[config.mk]
export PLATFORM = sky130hd
export DESIGN_NAME = mem_ctrl_flat
export DESIGN_NICKNAME = d
export VERILOG_FILES = /design/src/rtl/mem_pkg.sv /design/src/rtl/mem_ctrl_if.sv /design/src/rtl/mem_word.sv /design/src/rtl/mem_ctrl.sv /design/src/flat_wrapper.sv
export SDC_FILE = /design/constraint.sdc
export NUM_CORES = 1
export LEC_CHECK = 0
export BUFFER_PORTS_ARGS = -buffer_cell sky130_fd_sc_hd__buf_2
export CORE_ASPECT_RATIO = 1.25
export CORE_MARGIN = 1
export CORE_UTILIZATION = 28
export CTS_BUF_LIST = sky130_fd_sc_hd__clkbuf_16
export DETAILED_ROUTE_END_ITERATION = 16
export GPL_TIMING_DRIVEN = 0
export PLACE_DENSITY = 0.43
export SYNTH_ARGS = -nofsm -noshare
export SYNTH_HDL_FRONTEND = slang
export SYNTH_SLANG_ARGS = --single-unit
[constraint.sdc]
create_clock -name clk -period 5.5 [get_ports clk]
set_clock_uncertainty 0.15 [all_clocks]
set_input_delay 0.275 -clock clk [delete_from_list [all_inputs] [get_ports clk]]
set_output_delay 0.275 -clock clk [all_outputs]
set_load 0.05 [all_outputs]
[src/rtl/mem_pkg.sv]
// mem_pkg: shared definitions for the mem_ctrl request/acknowledge front end.
// Contents: the FSM state encoding and the default bank geometry.
package mem_pkg;

  localparam int WIDTH_DEF = 16;
  localparam int DEPTH_DEF = 4;
  localparam int AW_DEF    = 2;

  localparam logic [1:0] ST_IDLE   = 2'd0;
  localparam logic [1:0] ST_ACCESS = 2'd1;
  localparam logic [1:0] ST_RESP   = 2'd2;

  typedef enum logic [1:0] {
    IDLE   = ST_IDLE,
    ACCESS = ST_ACCESS,
    RESP   = ST_RESP
  } state_t;

endpackage

[src/rtl/mem_ctrl_if.sv]
// mem_ctrl_if: requester <-> controller bundle.
//   master (requester): drives req, we, addr, wdata; sees busy, ack, rvalid, rdata, err
//   slave  (mem_ctrl) : the reverse
interface mem_ctrl_if
  import mem_pkg::*;
#(
  parameter int WIDTH = WIDTH_DEF,
  parameter int AW    = AW_DEF
) ();

  logic             req;
  logic             we;
  logic [AW-1:0]    addr;
  logic [WIDTH-1:0] wdata;
  logic             busy;
  logic             ack;
  logic             rvalid;
  logic [WIDTH-1:0] rdata;
  logic             err;

  modport master (
    output req, we, addr, wdata,
    input  busy, ack, rvalid, rdata, err
  );

  modport slave (
    input  req, we, addr, wdata,
    output busy, ack, rvalid, rdata, err
  );

endinterface

[src/rtl/mem_word.sv]
// mem_word: one WIDTH-bit storage word of the bank.
//   clk   : system clock
//   clear : asynchronous active-high reset, forces q to 0
//   sel   : word select from the address decode
//   wr    : write enable, qualified by sel
//   d     : write data
//   q     : stored word
module mem_word #(
  parameter int WIDTH = 16
) (
  input  logic             clk,
  input  logic             clear,
  input  logic             sel,
  input  logic             wr,
  input  logic [WIDTH-1:0] d,
  output logic [WIDTH-1:0] q
);

  always_ff @(posedge clk or posedge clear) begin
    if (clear) begin
      q <= '0;
    end else if (sel && wr) begin
      q <= d;
    end
  end

endmodule

[src/rtl/mem_ctrl.sv]
// mem_ctrl: single-outstanding request/acknowledge controller in front of a
// DEPTH x WIDTH bank of mem_word instances, with a per-word "written" flag.
//   clk   : system clock
//   clear : asynchronous active-high reset (FSM, bank, flags, rdata)
//   bus   : mem_ctrl_if slave modport (req/we/addr/wdata in,
//           busy/ack/rvalid/rdata/err out)
//
//   state  | meaning
//   -------+------------------------------------------------------------
//   IDLE   | waiting for req; request fields latched on acceptance
//   ACCESS | one cycle: word select active, write or read the bank
//   RESP   | one cycle: ack (plus rvalid on reads, err if flagged)
module mem_ctrl
  import mem_pkg::*;
#(
  parameter int WIDTH = WIDTH_DEF,
  parameter int DEPTH = DEPTH_DEF,
  parameter int AW    = AW_DEF
) (
  input logic       clk,
  input logic       clear,
  mem_ctrl_if.slave bus
);

  // DEPTH may equal 2^AW, so the range compare needs one extra bit.
  localparam logic [AW:0] DEPTH_L = (AW + 1)'(DEPTH);

  state_t           state_q, state_d;
  logic             we_l_q;
  logic [AW-1:0]    addr_l_q;
  logic [WIDTH-1:0] wdata_l_q;
  logic [WIDTH-1:0] rdata_q;
  logic             err_q;
  logic [DEPTH-1:0] written_q;

  logic [WIDTH-1:0] word_q [DEPTH];
  logic [DEPTH-1:0] sel;
  logic [WIDTH-1:0] hit_word;
  logic             hit_written;
  logic             in_range;
  logic             accept;

  assign accept   = (state_q == IDLE) && bus.req;
  assign in_range = {1'b0, addr_l_q} < DEPTH_L;

  // Address decode: only in-range words can match, so an out-of-range
  // address leaves sel all-zero and hit_word/hit_written at 0.
  always_comb begin
    sel         = '0;
    hit_word    = '0;
    hit_written = 1'b0;
    for (int i = 0; i < DEPTH; i++) begin
      if (addr_l_q == AW'(i)) begin
        sel[i]      = (state_q == ACCESS);
        hit_word    = word_q[i];
        hit_written = written_q[i];
      end
    end
  end

  always_comb begin
    state_d = state_q;
    case (state_q)
      IDLE:    if (bus.req) state_d = ACCESS;
      ACCESS:  state_d = RESP;
      RESP:    state_d = IDLE;
      default: state_d = IDLE;
    endcase
  end

  always_ff @(posedge clk or posedge clear) begin
    if (clear) begin
      state_q <= IDLE;
    end else begin
      state_q <= state_d;
    end
  end

  always_ff @(posedge clk or posedge clear) begin
    if (clear) begin
      we_l_q    <= 1'b0;
      addr_l_q  <= '0;
      wdata_l_q <= '0;
    end else if (accept) begin
      we_l_q    <= bus.we;
      addr_l_q  <= bus.addr;
      wdata_l_q <= bus.wdata;
    end
  end

  always_ff @(posedge clk or posedge clear) begin
    if (clear) begin
      rdata_q <= '0;
      err_q   <= 1'b0;
    end else if (state_q == ACCESS) begin
      err_q <= !in_range || (!we_l_q && !hit_written);
      if (!we_l_q) begin
        rdata_q <= hit_written ? hit_word : '0;
      end
    end
  end

  always_ff @(posedge clk or posedge clear) begin
    if (clear) begin
      written_q <= '0;
    end else if ((state_q == ACCESS) && we_l_q) begin
      written_q <= written_q | sel;
    end
  end

  for (genvar g = 0; g < DEPTH; g++) begin : g_word
    mem_word #(.WIDTH(WIDTH)) u_word (
      .clk   (clk),
      .clear (clear),
      .sel   (sel[g]),
      .wr    (we_l_q),
      .d     (wdata_l_q),
      .q     (word_q[g])
    );
  end

  // Response flags are gated by RESP so they are single-cycle by construction.
  assign bus.busy   = (state_q != IDLE);
  assign bus.ack    = (state_q == RESP);
  assign bus.rvalid = (state_q == RESP) && !we_l_q;
  assign bus.err    = (state_q == RESP) && err_q;
  assign bus.rdata  = rdata_q;

endmodule

[src/flat_wrapper.sv]
// flat-port wrapper written by rule: the top's interface ports become plain ports
module mem_ctrl_flat import mem_pkg::*;
#(
  parameter int WIDTH = WIDTH_DEF,
  parameter int DEPTH = DEPTH_DEF,
  parameter int AW    = AW_DEF
)
  (clk, clear, bus_req, bus_we, bus_addr, bus_wdata, bus_busy, bus_ack, bus_rvalid, bus_rdata, bus_err);
  mem_ctrl_if #(.WIDTH(WIDTH), .AW(AW)) bus_i ();
  input logic clk;
  input logic clear;
  input wire logic [$bits(bus_i.req)-1:0] bus_req;
  input wire logic [$bits(bus_i.we)-1:0] bus_we;
  input wire logic [$bits(bus_i.addr)-1:0] bus_addr;
  input wire logic [$bits(bus_i.wdata)-1:0] bus_wdata;
  output wire logic [$bits(bus_i.busy)-1:0] bus_busy;
  output wire logic [$bits(bus_i.ack)-1:0] bus_ack;
  output wire logic [$bits(bus_i.rvalid)-1:0] bus_rvalid;
  output wire logic [$bits(bus_i.rdata)-1:0] bus_rdata;
  output wire logic [$bits(bus_i.err)-1:0] bus_err;
  assign bus_i.req = bus_req;
  assign bus_i.we = bus_we;
  assign bus_i.addr = bus_addr;
  assign bus_i.wdata = bus_wdata;
  assign bus_busy = bus_i.busy;
  assign bus_ack = bus_i.ack;
  assign bus_rvalid = bus_i.rvalid;
  assign bus_rdata = bus_i.rdata;
  assign bus_err = bus_i.err;
  mem_ctrl #(.WIDTH(WIDTH), .DEPTH(DEPTH), .AW(AW)) u_core (.clk(clk), .clear(clear), .bus(bus_i));
endmodule
==> metrics.yaml <==
final_layout:
  final_area_sq_um: 5700
  multi_input_area_sq_um: 1910
  seq_area_sq_um: 2650
  syn_to_final_growth_pct: 20.5
  fin_util: 0.349
  fillers: 1621
  drive_gt1_frac: 0.496
  antenna_cells: 0
  stdcell_count: 607
  final_nets: 409
cts:
  postCtsHoldBufs: 18
  cts_buffer_depth: 2
  cts-root-buf: "clkbuf_16"
  cts.repair.resized: 0
  insertion_delay_ns: 0.35
  path_clk_slew_ns: 0.07
  post-cts-setup-buffer-count: 0
  htreeDepth: 3
  clkSinkCount: 106
  cts_tree: "done"
  cts_buffers: 9
sta:
  final_max_slew_viol_count: 0
  worst_pin_slew_ns: 0.664
  layout_setup_ws_ns: 3.44
  holdWs_ns: 0.0133
  fmax_mhz: 485
  min_period_ns: 2.06
  setup_viol_count_final: 0
  rsz0062_at_grt: "no"
  slew-limit-headroom: 0.557
  finalCritPeriodShare: 0.375
  final.setup.tns_ns: 0
  hold_viol_final: 0
global_routing:
  grt_pass1_wl_mm: 18.1
  gr-total-overflow: 0
  track_usage: 0.141
  grt_max_degree: 64
  antenna_found_initial: 0
  grt_pass1_vias: 3051
place:
  io_buffer_count: 41
  post-place-cells: 574
  post-dp-hpwl_mm: 7.16
  gp_congestion: 0.680
  place_area_sq_um: 5240
  pre_cts_ws_ns: 3.44
setup_path:
  cpPeakStageDelay_ns: 0.50
  worstPathRequired_ns: 5.60
  cp_max_fo: 10
  cp.arrival_ns: 2.16
  critical-path-top-delay-family: "buffers and inverters"
  critical_path_class: "flop to flop"
  path_cells: "buf_6, nor3b_4, clkbuf_1, nand4_1, o311ai_2"
  crit_path_end_kind: "flop"
  startpoint_type: "flop"
  slowest_stage: "clkbuf_1"
  crit_cells: 5
  r2r_cells: 5
  critPathBufInv: 2
logic_synthesis:
  synth_edf_count: 0
  yosysWarnings: 0
  ys_ff_latch: 106
  ys.flop_type: "dfrtp_1"
  ys_seq_area_frac: 0.561
  ys_async_sr_fraction: 1.00
  syn_inst: 316
  postSynthAreaPerCell_sq_um: 15.0
  mappedNetlistNets: 338
  synth_area_sq_um: 4730
  synth_cell_types: 30
power_and_ir_drop:
  p_leak_nw: 2.53
  power_density_nw_per_um2: 505
  ir_drop_mv: 0.187
  power.total_mw: 2.88
floorplan:
  rows: 52
  coreArea_sq_um: 16300
  dieWidth_um: 118
  die_h_um: 147
  die_area_sq_um: 17400
  io_pins: 42
  initial_core_util: 0.290
min_path:
  hp-class: "input port to flop"
  hold_depth: 2
route:
  via_count: 2798
  ant_nets: 0
  wirelength_mm: 11.2
  remaining_drc_errors: 0
  route.detailed.wl_per_inst_um: 18.4
  firstDrtPassIters: 4
  drt_iter0_drc: 110
  vias_per_cell: 4.61
flow_run:
  max_cap_violations: 0
run_status:
  status: "finished clean"
## cells by family (layout without fill, tap and decap cells)
kind of cell | after synthesis | after routing | synth area share
buf+inv | 26 | 101 | 0.0360
flops | 106 | 106 | 0.561
compound gates | 17 | 17 | 0.0437
mux | 118 | 118 | 0.291
simple gates | 49 | 49 | 0.0685
## sequential cells by signal (all words and copies together) (netlist names)
name / count
u_core.addr_l_q: 2
u_core.bus.rdata: 16
u_core.err_q: 1
u_core.g_word.u_word.q: 64
u_core.state_q: 2
u_core.wdata_l_q: 16
u_core.we_l_q: 1
u_core.written_q: 4
## placed cells by master, fill, tap and decap left out, types with 8 or more instances in the layout
cell type / n
o311ai_2: 8
dlygate4sd3_1: 18
mux2_2: 84
mux2i_1: 16
mux2_4: 18
nand4_1: 16
clkbuf_16: 9
nand2_1: 16
buf_2: 53
dfrtp_1: 106
## per-layer routing
| metal | global-route usage | vias up | routed length (um) |
|---|---|---|---|
| met5 | 0 | - | 0 |
| li1 | - | 1303 | - |
| met4 | 0.0673 | 0 | 248 |
| met3 | 0.0194 | 15 | 265 |
| met1 | 0.176 | 1439 | 5160 |
| met2 | 0.240 | 41 | 5490 |
## worst register-to-register path: stages, from the launching register on
cell and delay (ns):
dfrtp_1 0.37, buf_6 0.15, nor3b_4 0.43, clkbuf_1 0.51
nand4_1 0.22, o311ai_2 0.13
## cell usage after synthesis, types with 2 or more instances
| master | instances | area [sq um] |
|---|---|---|
| buf_6 | 5 | 56.3 |
| or2_2 | 3 | 18.8 |
| o311ai_2 | 8 | 130 |
| clkbuf_1 | 3 | 11.3 |
| buf_2 | 12 | 60.1 |
| nand4_1 | 16 | 100 |
| inv_1 | 3 | 11.3 |
| o311ai_0 | 6 | 52.6 |
| mux2_4 | 18 | 270 |
| nand2b_1 | 2 | 12.5 |
| o311ai_1 | 2 | 17.5 |
| mux2i_1 | 16 | 160 |
| nand2_1 | 16 | 60.1 |
| mux2_2 | 84 | 946 |
| nor2b_1 | 2 | 12.5 |
| dfrtp_1 | 106 | 2650 |
## where the power goes
group / total [mW] / switching (mW) / internal [mW]
sequential: 1.29 / 0.184 / 1.10
clock: 0.632 / 0.284 / 0.347
combinational: 0.963 / 0.485 / 0.478
## layout make-up
type                       instances  area share
multi-input combinational        184       0.335
clock inverter                     6      0.0103
buffer                            23      0.0279
tap                              216      0.0474
inverter                           3     0.00241
clock buffer                       9      0.0395
timing repair buffer              60      0.0724
sequential                       106       0.465
## final timing paths
path / end / startpoint / slack [ns]
worst min-delay path: u_core.wdata_l_q[3] / bus_wdata[3] / 0.01
worst max-delay path: u_core.bus.rdata[6] / u_core.we_l_q / 3.44
worst min register to register: u_core.written_q[2] / u_core.written_q[2] / 0.32
min in group asynchronous: u_core.g_word[0].u_word.q[1] / clear / 0.40
worst max register to register: u_core.bus.rdata[6] / u_core.we_l_q / 3.44
max in group asynchronous: u_core.g_word[1].u_word.q[8] / clear / 4.07
Power figures use the tool's default switching activity.
